<file path="src/rtl/sseg_mux_scan.sv">
// Time-multiplexed seven-segment driver: one digit per refresh slot, hex decode,
// per-digit blank/blink, leading-zero suppression and 16-level PWM brightness.
// Latency: 1 cycle from state/inputs to registered outputs. No backpressure (free-running scan).
//
// Ports:
//   clk, rst_n        clock, asynchronous active-low reset
//   digits            packed hex nibbles, digit i = digits[4i+3:4i], digit 0 least significant
//   dp_in/blank/blink per-digit decimal point request, force-dark, blink enable
//   lz_suppress       enable leading-zero suppression
//   brightness        0 = minimum duty, 15 = full duty
//   an                digit enables (polarity set by AN_ACTIVE_LOW)
//   sseg, dp          segments {g,f,e,d,c,b,a} and decimal point (polarity set by SEG_ACTIVE_LOW)
//   frame_start       one-cycle pulse as the scan of digit 0 begins
module sseg_mux_scan #(
  parameter int NUM_DIGITS     = 4,
  parameter int REFRESH_LOG2   = 16,
  parameter int GUARD          = 16,
  parameter int BLINK_LOG2     = 5,
  parameter bit AN_ACTIVE_LOW  = 1'b1,
  parameter bit SEG_ACTIVE_LOW = 1'b1
) (
  input  logic                    clk,
  input  logic                    rst_n,
  input  logic [4*NUM_DIGITS-1:0] digits,
  input  logic [NUM_DIGITS-1:0]   dp_in,
  input  logic [NUM_DIGITS-1:0]   blank,
  input  logic [NUM_DIGITS-1:0]   blink,
  input  logic                    lz_suppress,
  input  logic [3:0]              brightness,
  output logic [NUM_DIGITS-1:0]   an,
  output logic [6:0]              sseg,
  output logic                    dp,
  output logic                    frame_start
);

  localparam int IDX_W = (NUM_DIGITS > 1) ? $clog2(NUM_DIGITS) : 1;

  localparam logic [NUM_DIGITS-1:0] AN_OFF  = AN_ACTIVE_LOW  ? '1 : '0;
  localparam logic [6:0]            SEG_OFF = SEG_ACTIVE_LOW ? '1 : '0;
  localparam logic                  DP_OFF  = SEG_ACTIVE_LOW;

  // Scan state
  logic [REFRESH_LOG2-1:0] slot_cnt_q, slot_cnt_d;
  logic [IDX_W-1:0]        idx_q, idx_d;
  logic [BLINK_LOG2-1:0]   frame_cnt_q, frame_cnt_d;
  logic                    blink_phase_q, blink_phase_d;

  // Registered outputs
  logic [NUM_DIGITS-1:0]   an_q, an_d;
  logic [6:0]              sseg_q, sseg_d;
  logic                    dp_q, dp_d;
  logic                    frame_start_q, frame_start_d;

  // zero_from[i] = nibble i and every higher nibble are all zero
  logic [NUM_DIGITS-1:0]   zero_from;

  function automatic logic [6:0] hex_decode(input logic [3:0] nib);
    logic [6:0] s;
    case (nib)
      4'h0: s = 7'h3F;
      4'h1: s = 7'h06;
      4'h2: s = 7'h5B;
      4'h3: s = 7'h4F;
      4'h4: s = 7'h66;
      4'h5: s = 7'h6D;
      4'h6: s = 7'h7D;
      4'h7: s = 7'h07;
      4'h8: s = 7'h7F;
      4'h9: s = 7'h6F;
      4'hA: s = 7'h77;
      4'hB: s = 7'h7C;
      4'hC: s = 7'h39;
      4'hD: s = 7'h5E;
      4'hE: s = 7'h79;
      default: s = 7'h71;
    endcase
    return s;
  endfunction

  // Counter chain: slot -> digit index -> frame -> blink phase
  always_comb begin
    slot_cnt_d    = slot_cnt_q + 1'b1;
    idx_d         = idx_q;
    frame_cnt_d   = frame_cnt_q;
    blink_phase_d = blink_phase_q;
    if (slot_cnt_q == '1) begin
      if (idx_q == IDX_W'(NUM_DIGITS - 1)) begin
        idx_d       = '0;
        frame_cnt_d = frame_cnt_q + 1'b1;
        if (frame_cnt_q == '1) begin
          blink_phase_d = ~blink_phase_q;
        end
      end else begin
        idx_d = idx_q + 1'b1;
      end
    end
  end

  always_comb begin
    zero_from = '0;
    zero_from[NUM_DIGITS-1] = (digits[4*NUM_DIGITS-1 -: 4] == 4'h0);
    for (int i = NUM_DIGITS - 2; i >= 0; i--) begin
      zero_from[i] = zero_from[i+1] && (digits[4*i +: 4] == 4'h0);
    end
  end

  always_comb begin
    int                    cur_i;
    logic [3:0]            nib;
    logic                  in_window;
    logic                  suppressed;
    logic                  on;
    logic [6:0]            seg_hi;
    logic [NUM_DIGITS-1:0] an_hi;

    cur_i = int'(idx_q);
    nib   = digits[4*cur_i +: 4];

    // The guard keeps the previous digit's anode off long enough to avoid ghosting;
    // the top 4 slot bits form the PWM ramp compared against brightness.
    in_window  = (slot_cnt_q >= REFRESH_LOG2'(GUARD)) &&
                 (slot_cnt_q[REFRESH_LOG2-1 -: 4] <= brightness);
    suppressed = lz_suppress && (cur_i != 0) && zero_from[cur_i];

    // A suppressed digit still lights its anode when it carries a decimal point,
    // but with the segments dark.
    on = in_window && !blank[cur_i] && !(blink[cur_i] && blink_phase_q) &&
         (!suppressed || dp_in[cur_i]);

    seg_hi = (on && !suppressed) ? hex_decode(nib) : 7'h00;

    an_hi = '0;
    for (int i = 0; i < NUM_DIGITS; i++) begin
      an_hi[i] = on && (idx_q == IDX_W'(i));
    end

    an_d          = AN_ACTIVE_LOW  ? ~an_hi  : an_hi;
    sseg_d        = SEG_ACTIVE_LOW ? ~seg_hi : seg_hi;
    dp_d          = SEG_ACTIVE_LOW ? ~(dp_in[cur_i] && on) : (dp_in[cur_i] && on);
    frame_start_d = (idx_q == '0) && (slot_cnt_q == '0);
  end

  always_ff @(posedge clk or negedge rst_n) begin
    if (!rst_n) begin
      slot_cnt_q    <= '0;
      idx_q         <= '0;
      frame_cnt_q   <= '0;
      blink_phase_q <= 1'b0;
      an_q          <= AN_OFF;
      sseg_q        <= SEG_OFF;
      dp_q          <= DP_OFF;
      frame_start_q <= 1'b0;
    end else begin
      slot_cnt_q    <= slot_cnt_d;
      idx_q         <= idx_d;
      frame_cnt_q   <= frame_cnt_d;
      blink_phase_q <= blink_phase_d;
      an_q          <= an_d;
      sseg_q        <= sseg_d;
      dp_q          <= dp_d;
      frame_start_q <= frame_start_d;
    end
  end

  assign an          = an_q;
  assign sseg        = sseg_q;
  assign dp          = dp_q;
  assign frame_start = frame_start_q;

endmodule

</file>
<file path="config.mk">
export PLATFORM = sky130hd
export DESIGN_NAME = sseg_mux_scan
export DESIGN_NICKNAME = d
export VERILOG_FILES = /design/src/rtl/sseg_mux_scan.sv
export SDC_FILE = /design/constraint.sdc
export NUM_CORES = 1
export LEC_CHECK = 0
export CORE_UTILIZATION = 41
export CTS_CLUSTER_DIAMETER = 30
export DETAILED_ROUTE_END_ITERATION = 6
export PLACE_DENSITY_LB_ADDON = 0.1
export SYNTH_ARGS = -nofsm -noshare
export SYNTH_HDL_FRONTEND = slang
export SYNTH_SLANG_ARGS = --single-unit
export TNS_END_PERCENT = 10
</file>
<file path="constraint.sdc">
create_clock -name clk -period 4.1 [get_ports clk]
set_input_delay 1.025 -clock clk [delete_from_list [all_inputs] [get_ports clk]]
set_output_delay 1.025 -clock clk [all_outputs]
set_load 0.02 [all_outputs]
</file>
==> run summary, run 1 <==
Hold slack -> 0.4723 ns
Share of cells above drive strength 1 -> 15.25%
Clock root buffer -> clkbuf_8
Post-route ant nets -> 0
Yosys warnings -> 0
Worst-Skew Late Latency -> 0.28 ns
Final setup fails -> 0
Via Count -> 1,593
Post-synthesis mux area share -> 11.55%
Per-cell routed wire length -> 15.02 µm
Router iterations before antenna repair -> 4
Number of synthesized flops with an enable pin -> 0
Gr usage total -> 17.49%
Clock-pin slew on the worst setup and hold paths -> 0.07 ns
Total core area -> 5107 µm²
Path type of the worst setup path -> in -> reg
Register area share after synthesis -> 43.19%
IO Port Bufs -> 47
First-pass GRT wire length -> 7251 µm
Vias in the first global route -> 1,544
Max Slew Vio Count -> 0
Peak supply drop -> 0.1417 mV
HP Class -> reg -> reg
Initial Util -> 42.65%
Final hold vios -> 0
I/O pins -> 48
R2r startpoint -> idx_q[0]
Util after Layout -> 54.65%
Simple-Gate Fraction of Synth Area -> 17.52%
Placer Congestion -> 0.8049
Area growth syn-to-layout -> 28.14%
Max Freq -> 0.3605 GHz
Detailed Place HPWL -> 3497 µm
Critical Path Source Type -> primary input
Die X -> 74.89 µm
Max-cap violations -> 0
Total clock sinks -> 37
Die Ht -> 74.89 µm
TritonCTS buffer count -> 5
Required @ worst endpoint -> 4.27 ns
#FFs+latches synth -> 37
Grt ovf -> 0
Dominant combinational cell family by area after synthesis -> simple AND/OR/NAND/NOR gates
Least-Margin Pin Slew -> 0.6172 ns
Cells after Synth -> 186
RSZ-0062 raised after global routing -> no
Tot Pwr -> 0.7369 mW
Net load switching power -> 0.1692 mW
CP max FO -> 12
Via/cell ratio -> 5.206
Hold_sp -> frame_cnt_q[3]
Lkg Pwr -> 1.207 nW
Die area -> 5609 µm²
Final min period -> 2.774 ns
# diodes -> 0
Cell variety after synth -> 43
Post-CTS sizing -> 0
Compound-Gate Fraction of Synth Area -> 6.376%
Sw Ratio -> 22.96%
Post-Route WL -> 4596 µm
Yosys top cell by area -> dfrtp_1
Combinational share of power -> 13.9%
P_int -> 0.5677 mW
Post-synthesis adder-cell area fraction -> 9.765%
Pwr dens -> 264.0 nW/µm²
Run status -> completed
CTS tree -> built
CP arrival -> 2.95 ns
Synthesized area -> 2178 µm²
Rows -> 26
Largest net degree at the start of global routing -> 38
Post-synth top cells -> dfrtp_1 (25), ha_1 (17), inv_1 (15)
DRT iter0 DRCs -> 86
Net count after synthesis -> 238
Fill cell count -> 462
CTS Buffer Depth -> 2
Synth Area in XOR/XNOR -> 7.237%
Final net count -> 288
CP startpoint -> brightness[3]
Max-slew headroom -> 58.85%
Ys flop type -> dfrtp_1
Post-Syn Area per Cell -> 11.71 µm²
Setup Skew -> 0.006115 ns
Top cells by area, synth -> dfrtp_1 (29%), dfstp_2 (14%), ha_1 (9.8%)
Hold-fix buffers at CTS -> 0
Antenna violations before repair -> 0
Post-synth ARST share -> 100.0%
Critical path endpoint category -> register
Fin crit share -> 67.65%
Clk pwr share -> 34.6%
H-tree Lvls -> 2
Most common cell in the netlist -> dfrtp_1
Seq pwr share -> 51.4%
Synth top area share -> 28.72%
Post-CTS Setup Inserts -> 0
DRC viols -> 0
Final setup TNS -> 0 ns
[layer usage]
layer,share of wire (%),vias to the layer above,routed length [µm],GRT usage [%]
met2,45,33,2084,26.63
met1,49,774,2269,25.24
met4,1.6,0,74,6.289
met3,3.7,8,168,2.945
li1,-,778,-,-
met5,0,-,0,0
[cell families after synthesis]
logic type                 Yosys count
DFF                                 37
buffers and inverters               20
AOI/OAI and AO/OA                   17
adders and majority gates           17
and+or+nand+nor                     62
xor gates and xnor gates            18
muxes                               15
[state kept, by name, summed over array words and instances, names as in the netlist]
| signal | flops |
|---|---|
| frame_start | 1 |
| idx_q | 2 |
| dp | 1 |
| sseg | 7 |
| frame_cnt_q | 5 |
| slot_cnt_q | 16 |
| an | 4 |
| blink_phase_q | 1 |
[layout make-up]
class                           instances  area, µm²  area share, %
Multi-Input combinational cell        129       1142          40.92
Sequential cell                        37      940.9          33.71
Inverter                               15      56.30          2.017
Timing Repair Buffer                   48      478.0          17.12
Clock buffer                            7      86.33          3.093
Tap cell                               70      87.58          3.138
[critical path, cell delays in order]
cell,delay [ns]
clkdlybuf4s50_1,0.45
inv_1,0.04
ha_1,0.31
and4b_1,0.21
a211oi_1,0.21
o2111a_1,0.50
o2111ai_1,0.20
[stage by stage]
| step | worst slack (ns) | cells | cell area, µm² |
|---|---|---|---|
| 5_1_grt | 1.150 | 306 | 2791 |
| 2_1_floorplan | 1.767 | 186 | 2178 |
| 3_3_place_gp | 1.102 | 299 | 2705 |
| 4_1_cts | 1.339 | 306 | 2791 |
| 6_report | 1.326 | 306 | 2791 |
| 3_5_place_dp | 1.027 | 299 | 2705 |
[placed cells by master (no fill, tap or decap), types with 2 or more instances in the layout]
master / synthesis / routed
clkdlybuf4s50_1: 0 / 47
dfrtp_1: 25 / 25
ha_1: 17 / 17
inv_1: 15 / 15
nand2_1: 14 / 14
dfstp_2: 12 / 12
nand3_1: 11 / 11
xnor2_1: 11 / 11
nor4_1: 8 / 8
xor2_1: 7 / 7
mux4_2: 7 / 7
o2111ai_1: 6 / 6
clkbuf_8: 0 / 6
nor3_1: 5 / 5
nor2_1: 5 / 5
and3_1: 3 / 3
and4_1: 3 / 3
mux2_2: 3 / 3
mux2i_1: 3 / 3
nand4_1: 2 / 2
a21o_1: 2 / 2
o211ai_1: 2 / 2
mux2_4: 2 / 2
[power by group through the flow]
stage / Combinational [mW] / Sequential, mW / Clock (mW)
final: 0.103 / 0.379 / 0.255
after global routing: 0.112 / 0.379 / 0.276
after CTS: 0.103 / 0.379 / 0.261
after detailed placement: 0.103 / 0.386 / 0
after global placement: 0.100 / 0.386 / 0
after floorplan: 0.0325 / 0.395 / 0
[final timing paths]
check                            endpoint  slack [ns]  cells after the start
setup / recovery                  sseg[6]        1.33                      7
hold / removal             frame_cnt_q[3]        0.47                      1
setup reg to reg                  sseg[6]        1.57                      6
hold reg to reg            frame_cnt_q[3]        0.47                      1
max in group asynchronous         sseg[0]        2.58                      2
min in group asynchronous   slot_cnt_q[8]        1.16                      2
(Power assumes the default switching activity.)
==> run 2: changes to the inputs <==
- clock period: 4.1 -> 2.9 ns (I/O delays scaled with it)
==> run summary, run 2 (synthesized netlist as in run 1, its figures left out) <==
Run status -> completed
Critical Path Source Type -> primary input
DRC viols -> 0 (unchanged)
IO Port Bufs -> 47 (unchanged)
Post-CTS sizing -> 0 (unchanged)
Final setup TNS -> 0 ns (unchanged)
Post-Route WL -> 4680 µm (+1.8%)
First-pass GRT wire length -> 7665 µm (+5.7%)
Combinational share of power -> 14.0% (about the same)
Pre-CTS setup slack -> 0.06410 ns (-0.9634 ns)
Setup Skew -> 0.006769 ns (+0.0006538 ns)
Reg area -> 940.9 µm² (unchanged)
Detailed Place HPWL -> 3659 µm (+4.6%)
Grt ovf -> 0 (unchanged)
TritonCTS buffer count -> 5 (unchanged)
Die Ht -> 74.89 µm (unchanged)
Router iterations before antenna repair -> 2 (-2)
Net load switching power -> 0.2396 mW (+42%)
RSZ-0062 raised after global routing -> no
Worst-Skew Late Latency -> 0.29 ns (about the same)
Final min period -> 2.539 ns
DP Area -> 2713 µm² (+0.28%)
Crit path largest cell delay -> 0.51 ns (about the same)
H-tree Lvls -> 2 (unchanged)
Max Slew Vio Count -> 0 (unchanged)
Post-route cell area -> 2803 µm² (+0.40%)
Die X -> 74.89 µm (unchanged)
Clock-pin slew on the worst setup and hold paths -> 0.07 ns (about the same)
Layout Cells excl Fill -> 308 (+0.65%)
Vias in the first global route -> 1,625 (+5.2%)
Seq pwr share -> 51.2% (-0.2 points)
CP max stage cell -> o2111a_1
Share of cells above drive strength 1 -> 15.55% (+0.29 points)
Post-route ant nets -> 0 (unchanged)
Final setup margin -> 0.3615 ns (-0.9647 ns)
Final setup fails -> 0 (unchanged)
Hold-fix buffers at CTS -> 0 (unchanged)
Util after Layout -> 54.88% (+0.22 points)
Rows -> 26 (unchanged)
Sw Ratio -> 22.86% (-0.097 points)
HP Class -> reg -> reg
Post-CTS Setup Inserts -> 0 (unchanged)
Gr usage total -> 18.59% (+1.1 points)
Final hold vios -> 0 (unchanged)
Die area -> 5609 µm² (unchanged)
Via Count -> 1,617 (+1.5%)
Crit path cell chain -> clkdlybuf4s50_1 -> inv_1 -> ha_1 -> and4b_1 -> a211oi_1 -> o2111a_1 -> o2111ai_1
Pwr dens -> 373.8 nW/µm² (+42%)
Final net count -> 289 (+0.35%)
# placed instances -> 300 (+0.33%)
Clk pwr share -> 34.8% (+0.2 points)
Via/cell ratio -> 5.250 (+0.85%)
Max reg flops -> 16 (unchanged)
Critical path endpoint category -> register
Initial Util -> 42.65% (unchanged)
P_int -> 0.8082 mW (+42%)
Fin crit share -> 87.53%
Path type of the worst setup path -> in -> reg
Total core area -> 5107 µm² (unchanged)
# diodes -> 0 (unchanged)
CP delay by family, top -> compound AO/OA/AOI/OAI gates
Area growth syn-to-layout -> 28.66%
Tot Pwr -> 1.048 mW (+42%)
Max-slew headroom -> 59.08% (+0.23 points)
Placer Congestion -> 0.8126 (+0.96%)
DRT iter0 DRCs -> 76 (-12%)
Max Freq -> 0.3939 GHz
Most frequent cells in the layout -> clkdlybuf4s50_1 (47), dfrtp_1 (25), ha_1 (17), inv_1 (15), nand2_1 (14)
CP max FO -> 12 (unchanged)
Max-cap violations -> 0 (unchanged)
Most common cell after layout, fill and taps aside -> clkdlybuf4s50_1
Required @ worst endpoint -> 3.07 ns (-1.20 ns)
Clock root buffer -> clkbuf_8
Antenna violations before repair -> 0 (unchanged)
Lkg Pwr -> 1.214 nW (+0.55%)
Crit path buf inv count -> 2 (unchanged)
Fill cell count -> 457 (-1.1%)
Hold slack -> 0.4677 ns (-0.004568 ns)
Total clock sinks -> 37 (unchanged)
Area occupied by multi-input gates -> 1142 µm² (unchanged)
I/O pins -> 48 (unchanged)
CTS tree -> built
Largest net degree at the start of global routing -> 38 (unchanged)
Per-cell routed wire length -> 15.19 µm (+1.2%)
CP arrival -> 2.71 ns (-0.24 ns)
CTS Buffer Depth -> 2 (unchanged)
Least-Margin Pin Slew -> 0.6111 ns (-0.006176 ns)
Most flop-heavy register -> slot_cnt_q
Peak supply drop -> 0.2183 mV (+54%)
-- run 2: changes by cell type in the layout (fill, tap and decap cells not counted), sizes merged --
cell    delta
buf        +1
clkbuf     +1
-- run 2: final cells by class --
type,count,share of cell area (%)
multi-input combinational,129,40.76
timing repair buffer,49,17.32
clock buffer,8,3.214
sequential,37,33.57
tap,70,3.125
inverter,15,2.009
-- run 2: routing by layer --
layer	global-route usage (%)	part of all wire, %	vias up
met5	0	0	-
met4	9.224	2.2	0
met3	2.945	2.7	11
met2	28.23	49	34
met1	25.95	46	791
li1	-	-	781
-- run 2: worst paths after layout --
path	start	slack [ns]	end	depth (start not counted)
worst max-delay path	brightness[2]	0.36	sseg[3]	7
worst min-delay path	blink_phase_q	0.47	blink_phase_q	1
worst max register to register	idx_q[1]	0.55	sseg[3]	6
worst min register to register	blink_phase_q	0.47	blink_phase_q	1
max in group asynchronous	rst_n	1.69	sseg[5]	2
min in group asynchronous	rst_n	0.86	slot_cnt_q[6]	2
-- run 2: power by group through the flow --
stage	Sequential (mW)	Clock [mW]	Combinational [mW]
2_1_floorplan	0.559	0	0.0460
3_3_place_gp	0.545	0	0.142
3_5_place_dp	0.546	0	0.148
4_1_cts	0.536	0.377	0.148
5_1_grt	0.537	0.404	0.160
6_report	0.536	0.365	0.147
-- run 2: worst reg2reg max path: cells and delay by family, from the launching register on --
family,cells,cell delay [ns]
flip-flops,1,0.62
AND/OR/NAND/NOR,2,0.70
buffers and inverters,1,0.12
adder cells (fa/ha/maj),1,0.25
AO/OA/AOI/OAI,2,0.56
==> run 3: changes to the inputs <==
- CTS_BUF_LIST: default -> sky130_fd_sc_hd__clkbuf_8
==> run summary, run 3 (synthesized netlist as in run 1, its figures left out) <==
Router iterations before antenna repair -> 4 (+2)
Peak supply drop -> 0.2181 mV (about the same)
CP delay by family, top -> compound AO/OA/AOI/OAI gates
DRC viols -> 0 (unchanged)
Clock-pin slew on the worst setup and hold paths -> 0.07 ns (about the same)
Final setup fails -> 0 (unchanged)
Crit path largest cell delay -> 0.51 ns (about the same)
CTS tree -> built
Max Freq -> 0.3941 GHz (about the same)
Antenna violations before repair -> 0 (unchanged)
Max-cap violations -> 0 (unchanged)
Placer Congestion -> 0.8126 (unchanged)
Total clock sinks -> 37 (unchanged)
Critical Path Source Type -> primary input
Path type of the worst setup path -> in -> reg
Run status -> completed
Gr usage total -> 18.59% (unchanged)
CP max FO -> 12 (unchanged)
Hold-fix buffers at CTS -> 0 (unchanged)
IO Port Bufs -> 47 (unchanged)
Met2 WL -> 2311 µm (-0.22%)
Final net count -> 289 (unchanged)
Die Ht -> 74.89 µm (unchanged)
Initial Util -> 42.65% (unchanged)
Detailed Place HPWL -> 3659 µm (unchanged)
Hold-critical path depth -> 1 (unchanged)
Fill cell count -> 457 (unchanged)
Crit path cell chain -> clkdlybuf4s50_1 -> inv_1 -> ha_1 -> and4b_1 -> a211oi_1 -> o2111a_1 -> o2111ai_1
Via/cell ratio -> 5.231 (-0.37%)
CP arrival -> 2.71 ns (about the same)
Least-Margin Pin Slew -> 0.6111 ns (unchanged)
Grt ovf -> 0 (unchanged)
H-tree Lvls -> 2 (unchanged)
Share of cells above drive strength 1 -> 15.55% (unchanged)
Via Count -> 1,611 (-0.37%)
Required @ worst endpoint -> 3.07 ns (about the same)
Setup Skew -> 0.006771 ns (+0.000001690 ns)
Post-Route WL -> 4689 µm (+0.19%)
Tot Pwr -> 1.042 mW (-0.53%)
Pwr dens -> 371.8 nW/µm² (-0.53%)
# diodes -> 0 (unchanged)
First-pass GRT wire length -> 7665 µm (unchanged)
CTS Buffer Depth -> 2 (unchanged)
Max-slew headroom -> 59.08% (unchanged)
I/O pins -> 48 (unchanged)
Most common cell after layout, fill and taps aside -> clkdlybuf4s50_1
CP max stage cell -> o2111a_1
Critical path endpoint category -> register
Die area -> 5609 µm² (unchanged)
Most frequent cells in the layout -> clkdlybuf4s50_1 (47), dfrtp_1 (25), inv_1 (17), ha_1 (17), nand2_1 (14)
Final setup TNS -> 0 ns (unchanged)
Post-route ant nets -> 0 (unchanged)
RSZ-0062 raised after global routing -> no
Total core area -> 5107 µm² (unchanged)
Critical path depth in cells -> 7 (unchanged)
Util after Layout -> 54.88% (unchanged)
Max reg flops -> 16 (unchanged)
Post-CTS sizing -> 0 (unchanged)
Die X -> 74.89 µm (unchanged)
Vias in the first global route -> 1,625 (unchanged)
Max Slew Vio Count -> 0 (unchanged)
Rows -> 26 (unchanged)
Per-cell routed wire length -> 15.22 µm (+0.19%)
Worst-Skew Late Latency -> 0.29 ns (about the same)
Final hold vios -> 0 (unchanged)
TritonCTS buffer count -> 5 (unchanged)
Post-CTS Setup Inserts -> 0 (unchanged)
Crit path buf inv count -> 2 (unchanged)
Routed wl met3 -> 126 µm (+0.80%)
Largest net degree at the start of global routing -> 38 (unchanged)
HP Class -> reg -> reg
M1 WL -> 2148 µm (+0.56%)
Fin crit share -> 87.51% (about the same)
Final min period -> 2.538 ns (-0.0007720 ns)
Uppermost layer routed -> met4
Lkg Pwr -> 1.222 nW (+0.68%)
Area growth syn-to-layout -> 28.66% (unchanged)
Most flop-heavy register -> slot_cnt_q
Worst R2R Path Depth -> 6 (unchanged)
Clock root buffer -> clkbuf_8
DRT iter0 DRCs -> 73 (-3.9%)
-- run 3: cell count changes in the layout (fill, tap and decap cells not counted), sizes merged --
cell    delta
inv        +2
clkbuf     -2
-- run 3: final cells by class --
type,instances,area [µm²],share of cell area (%)
clock buffers,6,82.58,2.946
clock inverters,2,7.507,0.2679
inverters,15,56.30,2.009
multi-input cells,129,1142,40.76
flip-flops and latches,37,940.9,33.57
well taps,70,87.58,3.125
repair buffers,49,485.5,17.32
-- run 3: worst paths after layout --
check / start / slack (ns) / to
max in group asynchronous: rst_n / 1.69 / sseg[5]
hold / removal: blink_phase_q / 0.47 / blink_phase_q
hold reg to reg: blink_phase_q / 0.47 / blink_phase_q
min in group asynchronous: rst_n / 0.86 / slot_cnt_q[6]
setup reg to reg: idx_q[1] / 0.55 / sseg[3]
setup / recovery: brightness[2] / 0.36 / sseg[3]
-- run 3: where the power goes --
part | internal, mW | leakage, nW | switching (mW)
combinational | 0.0814 | 0.707 | 0.0657
clock | 0.187 | 0.0538 | 0.172
sequential | 0.533 | 0.461 | 0.00298
total | 0.801 | 1.22 | 0.241
-- run 3: per-layer routing --
layer  global-route usage (%)  vias up
li1                         -      780
met4                    9.224        0
met2                    28.23       34
met1                    25.95      786
met3                    2.945       11
met5                        0        -
-- run 3: stage by stage --
step	setup slack [ns]	hold WS [ns]	instances	instance area [µm²]
6_report	0.3623	0.4679	308	2803
5_1_grt	0.2340	0.4880	308	2803
4_1_cts	0.3800	0.4714	308	2803
3_5_place_dp	0.06410	0.4600	300	2713
3_3_place_gp	0.1984	0.4484	300	2713
2_1_floorplan	0.8423	0.4294	186	2178
